**config.mk**
```make
export PLATFORM = sky130hd
export DESIGN_NAME = m68k_region_decoder
export DESIGN_NICKNAME = d
export VERILOG_FILES = /design/src/rtl/m68k_region_decoder.sv
export SDC_FILE = /design/constraint.sdc
export NUM_CORES = 2
export LEC_CHECK = 0
export ABC_AREA = 1
export CAP_MARGIN = 0
export CORE_UTILIZATION = 36
export CTS_CLUSTER_SIZE = 30
export DETAILED_ROUTE_END_ITERATION = 10
export PLACE_DENSITY = 0.59
export SKIP_CTS_REPAIR_TIMING = 1
export SYNTH_ARGS = -nofsm -noshare
export SYNTH_HDL_FRONTEND = slang
export SYNTH_SLANG_ARGS = --single-unit
```
**constraint.sdc**
```tcl
create_clock -name clk -period 9 [get_ports clk]
set_input_delay 2.7 -clock clk [delete_from_list [all_inputs] [get_ports clk]]
set_output_delay 2.7 -clock clk [all_outputs]
set_load 0.03 [all_outputs]
```
**src/rtl/m68k_region_decoder.sv**
```systemverilog
// Table-driven 68000 chip-select decoder with per-region wait states,
// registered one-hot select, DTACK generation and unmapped bus-error timeout.
module m68k_region_decoder #(
  parameter int NUM_REGIONS = 24,
  parameter int IDX_W       = 5,
  parameter int WAIT_W      = 4,
  parameter int TIMEOUT     = 64
) (
  input  logic                   clk,
  input  logic                   reset,
  input  logic                   cfg_we,
  input  logic [IDX_W-1:0]       cfg_idx,
  input  logic [23:0]            cfg_base,
  input  logic [4:0]             cfg_width,
  input  logic [WAIT_W-1:0]      cfg_wait,
  input  logic                   cfg_en,
  input  logic [23:0]            cpu_a,
  input  logic                   cpu_as_n,
  output logic [NUM_REGIONS-1:0] cs,
  output logic [IDX_W-1:0]       region_idx,
  output logic                   hit,
  output logic                   dtack_n,
  output logic                   berr_n,
  output logic                   busy
);

  localparam int TO_W  = $clog2(TIMEOUT);
  localparam int CNT_W = (WAIT_W > TO_W) ? WAIT_W : TO_W;

  typedef enum logic [2:0] {
    S_IDLE,
    S_DECODE,
    S_WAIT,
    S_ACK,
    S_TOUT,
    S_BERR
  } state_e;

  logic              en_q    [NUM_REGIONS];
  logic [23:0]       base_q  [NUM_REGIONS];
  logic [4:0]        width_q [NUM_REGIONS];
  logic [WAIT_W-1:0] wait_q  [NUM_REGIONS];

  state_e                 state_q;
  logic [23:0]            addr_q;
  logic [CNT_W-1:0]       cnt_q;
  logic                   as_prev_q;
  logic [NUM_REGIONS-1:0] cs_q;
  logic [IDX_W-1:0]       idx_q;
  logic                   hit_q;
  logic                   dtack_q;
  logic                   berr_q;

  logic              m_hit;
  logic [IDX_W-1:0]  m_idx;
  logic [WAIT_W-1:0] m_wait;

  always_ff @(posedge clk) begin
    if (reset) begin
      for (int i = 0; i < NUM_REGIONS; i++) begin
        en_q[i]    <= 1'b0;
        base_q[i]  <= '0;
        width_q[i] <= '0;
        wait_q[i]  <= '0;
      end
    end else if (cfg_we && (int'(cfg_idx) < NUM_REGIONS)) begin
      en_q[cfg_idx]    <= cfg_en;
      base_q[cfg_idx]  <= cfg_base;
      width_q[cfg_idx] <= (cfg_width > 5'd24) ? 5'd24 : cfg_width;
      wait_q[cfg_idx]  <= cfg_wait;
    end
  end

  // Scan high to low so the lowest matching index is the one kept.
  always_comb begin
    m_hit  = 1'b0;
    m_idx  = '0;
    m_wait = '0;
    for (int i = NUM_REGIONS - 1; i >= 0; i--) begin
      if (en_q[i] &&
          ((addr_q >> width_q[i]) == (base_q[i] >> width_q[i]))) begin
        m_hit  = 1'b1;
        m_idx  = IDX_W'(i);
        m_wait = wait_q[i];
      end
    end
  end

  always_ff @(posedge clk) begin
    if (reset) begin
      state_q   <= S_IDLE;
      addr_q    <= '0;
      cnt_q     <= '0;
      as_prev_q <= 1'b0;
      cs_q      <= '0;
      idx_q     <= '0;
      hit_q     <= 1'b0;
      dtack_q   <= 1'b1;
      berr_q    <= 1'b1;
    end else begin
      as_prev_q <= cpu_as_n;
      if (state_q != S_IDLE && cpu_as_n) begin
        state_q <= S_IDLE;
        cs_q    <= '0;
        hit_q   <= 1'b0;
        dtack_q <= 1'b1;
        berr_q  <= 1'b1;
      end else begin
        unique case (state_q)
          S_IDLE: begin
            if (!cpu_as_n && as_prev_q) begin
              addr_q  <= cpu_a;
              state_q <= S_DECODE;
            end
          end
          S_DECODE: begin
            if (m_hit) begin
              cs_q    <= NUM_REGIONS'(1) << m_idx;
              idx_q   <= m_idx;
              hit_q   <= 1'b1;
              cnt_q   <= CNT_W'(m_wait);
              state_q <= S_WAIT;
            end else begin
              cnt_q   <= CNT_W'(TIMEOUT - 1);
              state_q <= S_TOUT;
            end
          end
          S_WAIT: begin
            if (cnt_q == '0) begin
              dtack_q <= 1'b0;
              state_q <= S_ACK;
            end else begin
              cnt_q <= cnt_q - CNT_W'(1);
            end
          end
          S_TOUT: begin
            if (cnt_q == '0) begin
              berr_q  <= 1'b0;
              state_q <= S_BERR;
            end else begin
              cnt_q <= cnt_q - CNT_W'(1);
            end
          end
          S_ACK, S_BERR: begin
            state_q <= state_q;
          end
          default: state_q <= S_IDLE;
        endcase
      end
    end
  end

  assign cs         = cs_q;
  assign region_idx = idx_q;
  assign hit        = hit_q;
  assign dtack_n    = dtack_q;
  assign berr_n     = berr_q;
  assign busy       = (state_q != S_IDLE);

endmodule
```
==> qor.txt <==
final hold vios: 0
initial drt markers: 8684
met2 WL: 122000 µm
Post-synth ARST share: 0
Root Buffer: clkbuf_16
top post-synthesis cells by area: edfxtp_1, nand2_1, o21ai_0, nor2_1, xnor2_1
ANT nets after route: 0
Final Power: 0.0119 W
Sequential Power Share: 0.408
Max Used Layer: met5
required time of the critical path: 9.36 ns
number of global-route vias before repair: 59549
most common cell after layout, fill and taps aside: nand2_1
Worst Hold End: dtack_n
Worst Path Arrival: 6.18 ns
most used cell along the critical path: nand2_1
most frequent cells in the layout: nand2_1, nor2_1, o21ai_0, edfxtp_1, inv_1
NumNets Final: 9770
Die Y: 442 µm
Slowest cell on crit path: nand2_1
maximum VDD drop: 0.000135 V
max frequency: 172 MHz
synthesized cell area: 69700 µm²
# rows: 161
P&R area growth vs syn: 7.06%
Synth Net Count: 10111
CP peak stage delay: 0.84 ns
WP buf/inv: 3
cell accounting for the most synthesized area: edfxtp_1
Avg Inst Size Synth: 6.94 µm²
Yosys cell types: 86
CP startpoint kind: input port
maximum root-to-sink buffer count: 3
H-tree depth: 3
Worst-path clk slew: 0.06 ns
Synth Instances: 10042
pin count of the biggest net entering global routing: 83
worst skew pair latency: 0.73 ns
DRC: 0
crit-path cells: clkdlybuf4s50_1 > inv_2 > o211ai_1 > nor2_1 > nand2_1 > nand2_1 > buf_4
CTS tree: done
unrepaired setup endpoints after global routing: false
CP Max Fanout: 35
worst hold start: dtack_n
Seq cells post-synth: 882
routed len/inst: 22.0 µm
EDFF count, synth: 816
vias: 67367
Clk pwr share: 0.337
Starting Density: 0.362
worst r2r path cells: 27
Synth Flop Type: edfxtp_1
time the worst path needs with I/O delays and setup: 5.82 ns
crit share post-route: 0.647
Critical Path End Type: register
first-pass GRT wire length: 391000 µm
HP Class: register to register
gr ovfl total: 0
Yosys top cell area share: 0.352
Min-Delay Path Depth: 2
status: finished, final reports clean
drt pass-1 iters: 8
core area: 192000 µm²
worst slew pin tran: 1.32 ns
Net Sw Frac: 0.341
I/O pin cnt: 100
flop-to-flop setup slack: 3.21 ns
Slew Viols, Final: 0
P_int: 0.00783 W
Max Cap Viol: 0
DRT met1 WL: 108000 µm
Setup TNS: 0 ns
PortBufs: 99
placed wire-length estimate: 162000 µm
die area: 195000 µm²
clk sinks: 882
PD cells: 159 nW/µm²
Final setup viols: 0
Total Routing Usage GR: 0.267
Rel. slew slack: 0.117
FF-to-FF End: cs[5]
vias per std cell: 5.46
r2r startpoint: addr_q[11]
Placer Congestion: 0.949
# fillers: 19913
sequential share of the synthesized area: 0.371
yosys synthesis warning count: 0
skew final: 0.0306 ns
met3 WL post-DR: 26000 µm
Die X: 442 µm
final WL: 271000 µm
share of post-route cells with drive strength above 1: 0.0632
Logic pwr share: 0.255
Net Sw Power: 0.00406 W
Num CTS Buffers: 99
initial antenna violation count: 32
Lkg Pwr: 31.4 nW
crit-path leading delay family: simple AND/OR/NAND/NOR gates
WS Path Type: input port to register
worst max-delay path by stage:
stage                          start        endpoint  slack, ns  cells after the start
after floorplan                reset    base_q[0][0]       3.86                      7
after global placement         reset  base_q[12][15]       2.53                      7
after detailed placement       reset    base_q[8][7]       2.56                      8
after CTS                      reset   base_q[8][20]       3.33                      8
after global routing      addr_q[11]           cs[5]       2.81                     27
final                          reset        en_q[13]       3.18                      7
sequential cells by signal, indices dropped and copies added, names as in the netlist:
| signal | count |
|---|---|
| en_q | 24 |
| hit | 1 |
| width_q | 120 |
| cnt_q | 6 |
| region_idx | 5 |
| addr_q | 24 |
| state_q | 3 |
| cs | 24 |
| wait_q | 96 |
| base_q | 576 |
| berr_n | 1 |
| dtack_n | 1 |
| as_prev_q | 1 |
stage by stage:
stage	utilization	hold slack [ns]	instance area, µm²	std cells	setup WS [ns]
2_1_floorplan	-	0.457	69700	10042	3.86
3_3_place_gp	0.371	0.444	71400	12126	2.53
3_5_place_dp	0.371	0.447	71400	12126	2.56
4_1_cts	0.388	0.456	74600	12310	3.33
5_1_grt	0.388	0.480	74600	12314	2.81
6_report	0.388	0.451	74600	12330	3.18
worst min-delay path, stage by stage, from the launching register on:
cell and delay [ns]:
dfxtp_1 0.31, nand2_1 0.06, nand2_1 0.04
layout make-up:
class	instances	area (µm²)	share of cell area
inverter	666	2530	0.0340
antenna	20	50.0	0.000671
clock buffer	113	2560	0.0343
tap	2526	3160	0.0424
sequential	882	25900	0.347
timing repair buffer	286	2410	0.0323
multi-input combinational	7766	37500	0.502
clock inverter	71	572	0.00766
cells in the mapped netlist (33+ instances only):
| cell type | number |
|---|---|
| buf_4 | 58 |
| xnor2_1 | 316 |
| buf_2 | 236 |
| nor3_1 | 38 |
| dfxtp_1 | 66 |
| o21ai_2 | 34 |
| a21oi_1 | 267 |
| nand2_2 | 33 |
| o211ai_1 | 98 |
| nand3_1 | 420 |
| o21ai_1 | 424 |
| mux2i_1 | 150 |
| inv_1 | 585 |
| or2_2 | 52 |
| inv_2 | 50 |
| nand4_1 | 53 |
| nor2_1 | 1109 |
| o21ai_0 | 1078 |
| buf_6 | 77 |
| xor2_1 | 152 |
| edfxtp_1 | 816 |
| clkbuf_1 | 322 |
| nand2_1 | 3225 |
power by group through the flow:
stage / sequential [W] / combinational, W / clock, W
global route: 0.00487 / 0.00332 / 0.00419
detailed placement: 0.00493 / 0.00297 / 0
global placement: 0.00493 / 0.00294 / 0
floorplan: 0.00485 / 0.00218 / 0
CTS: 0.00485 / 0.00298 / 0.00405
finish: 0.00485 / 0.00303 / 0.00401
logic make-up after synthesis:
kind of cell	after synthesis	synth area share
AO/OA/AOI/OAI	2097	0.165
XOR/XNOR	468	0.0588
adder cells (fa/ha/maj)	2	0.000359
buffers and inverters	1394	0.0919
flip-flops	882	0.371
multiplexers	150	0.0215
AND/OR/NAND/NOR	5049	0.292
routing by layer:
metal | GRT usage | up-vias
li1 | - | 32398
met1 | 0.351 | 31219
met2 | 0.429 | 3134
met3 | 0.0342 | 614
met4 | 0.135 | 2
met5 | 0 | -
Note: power is estimated with default switching activity, not from simulation.
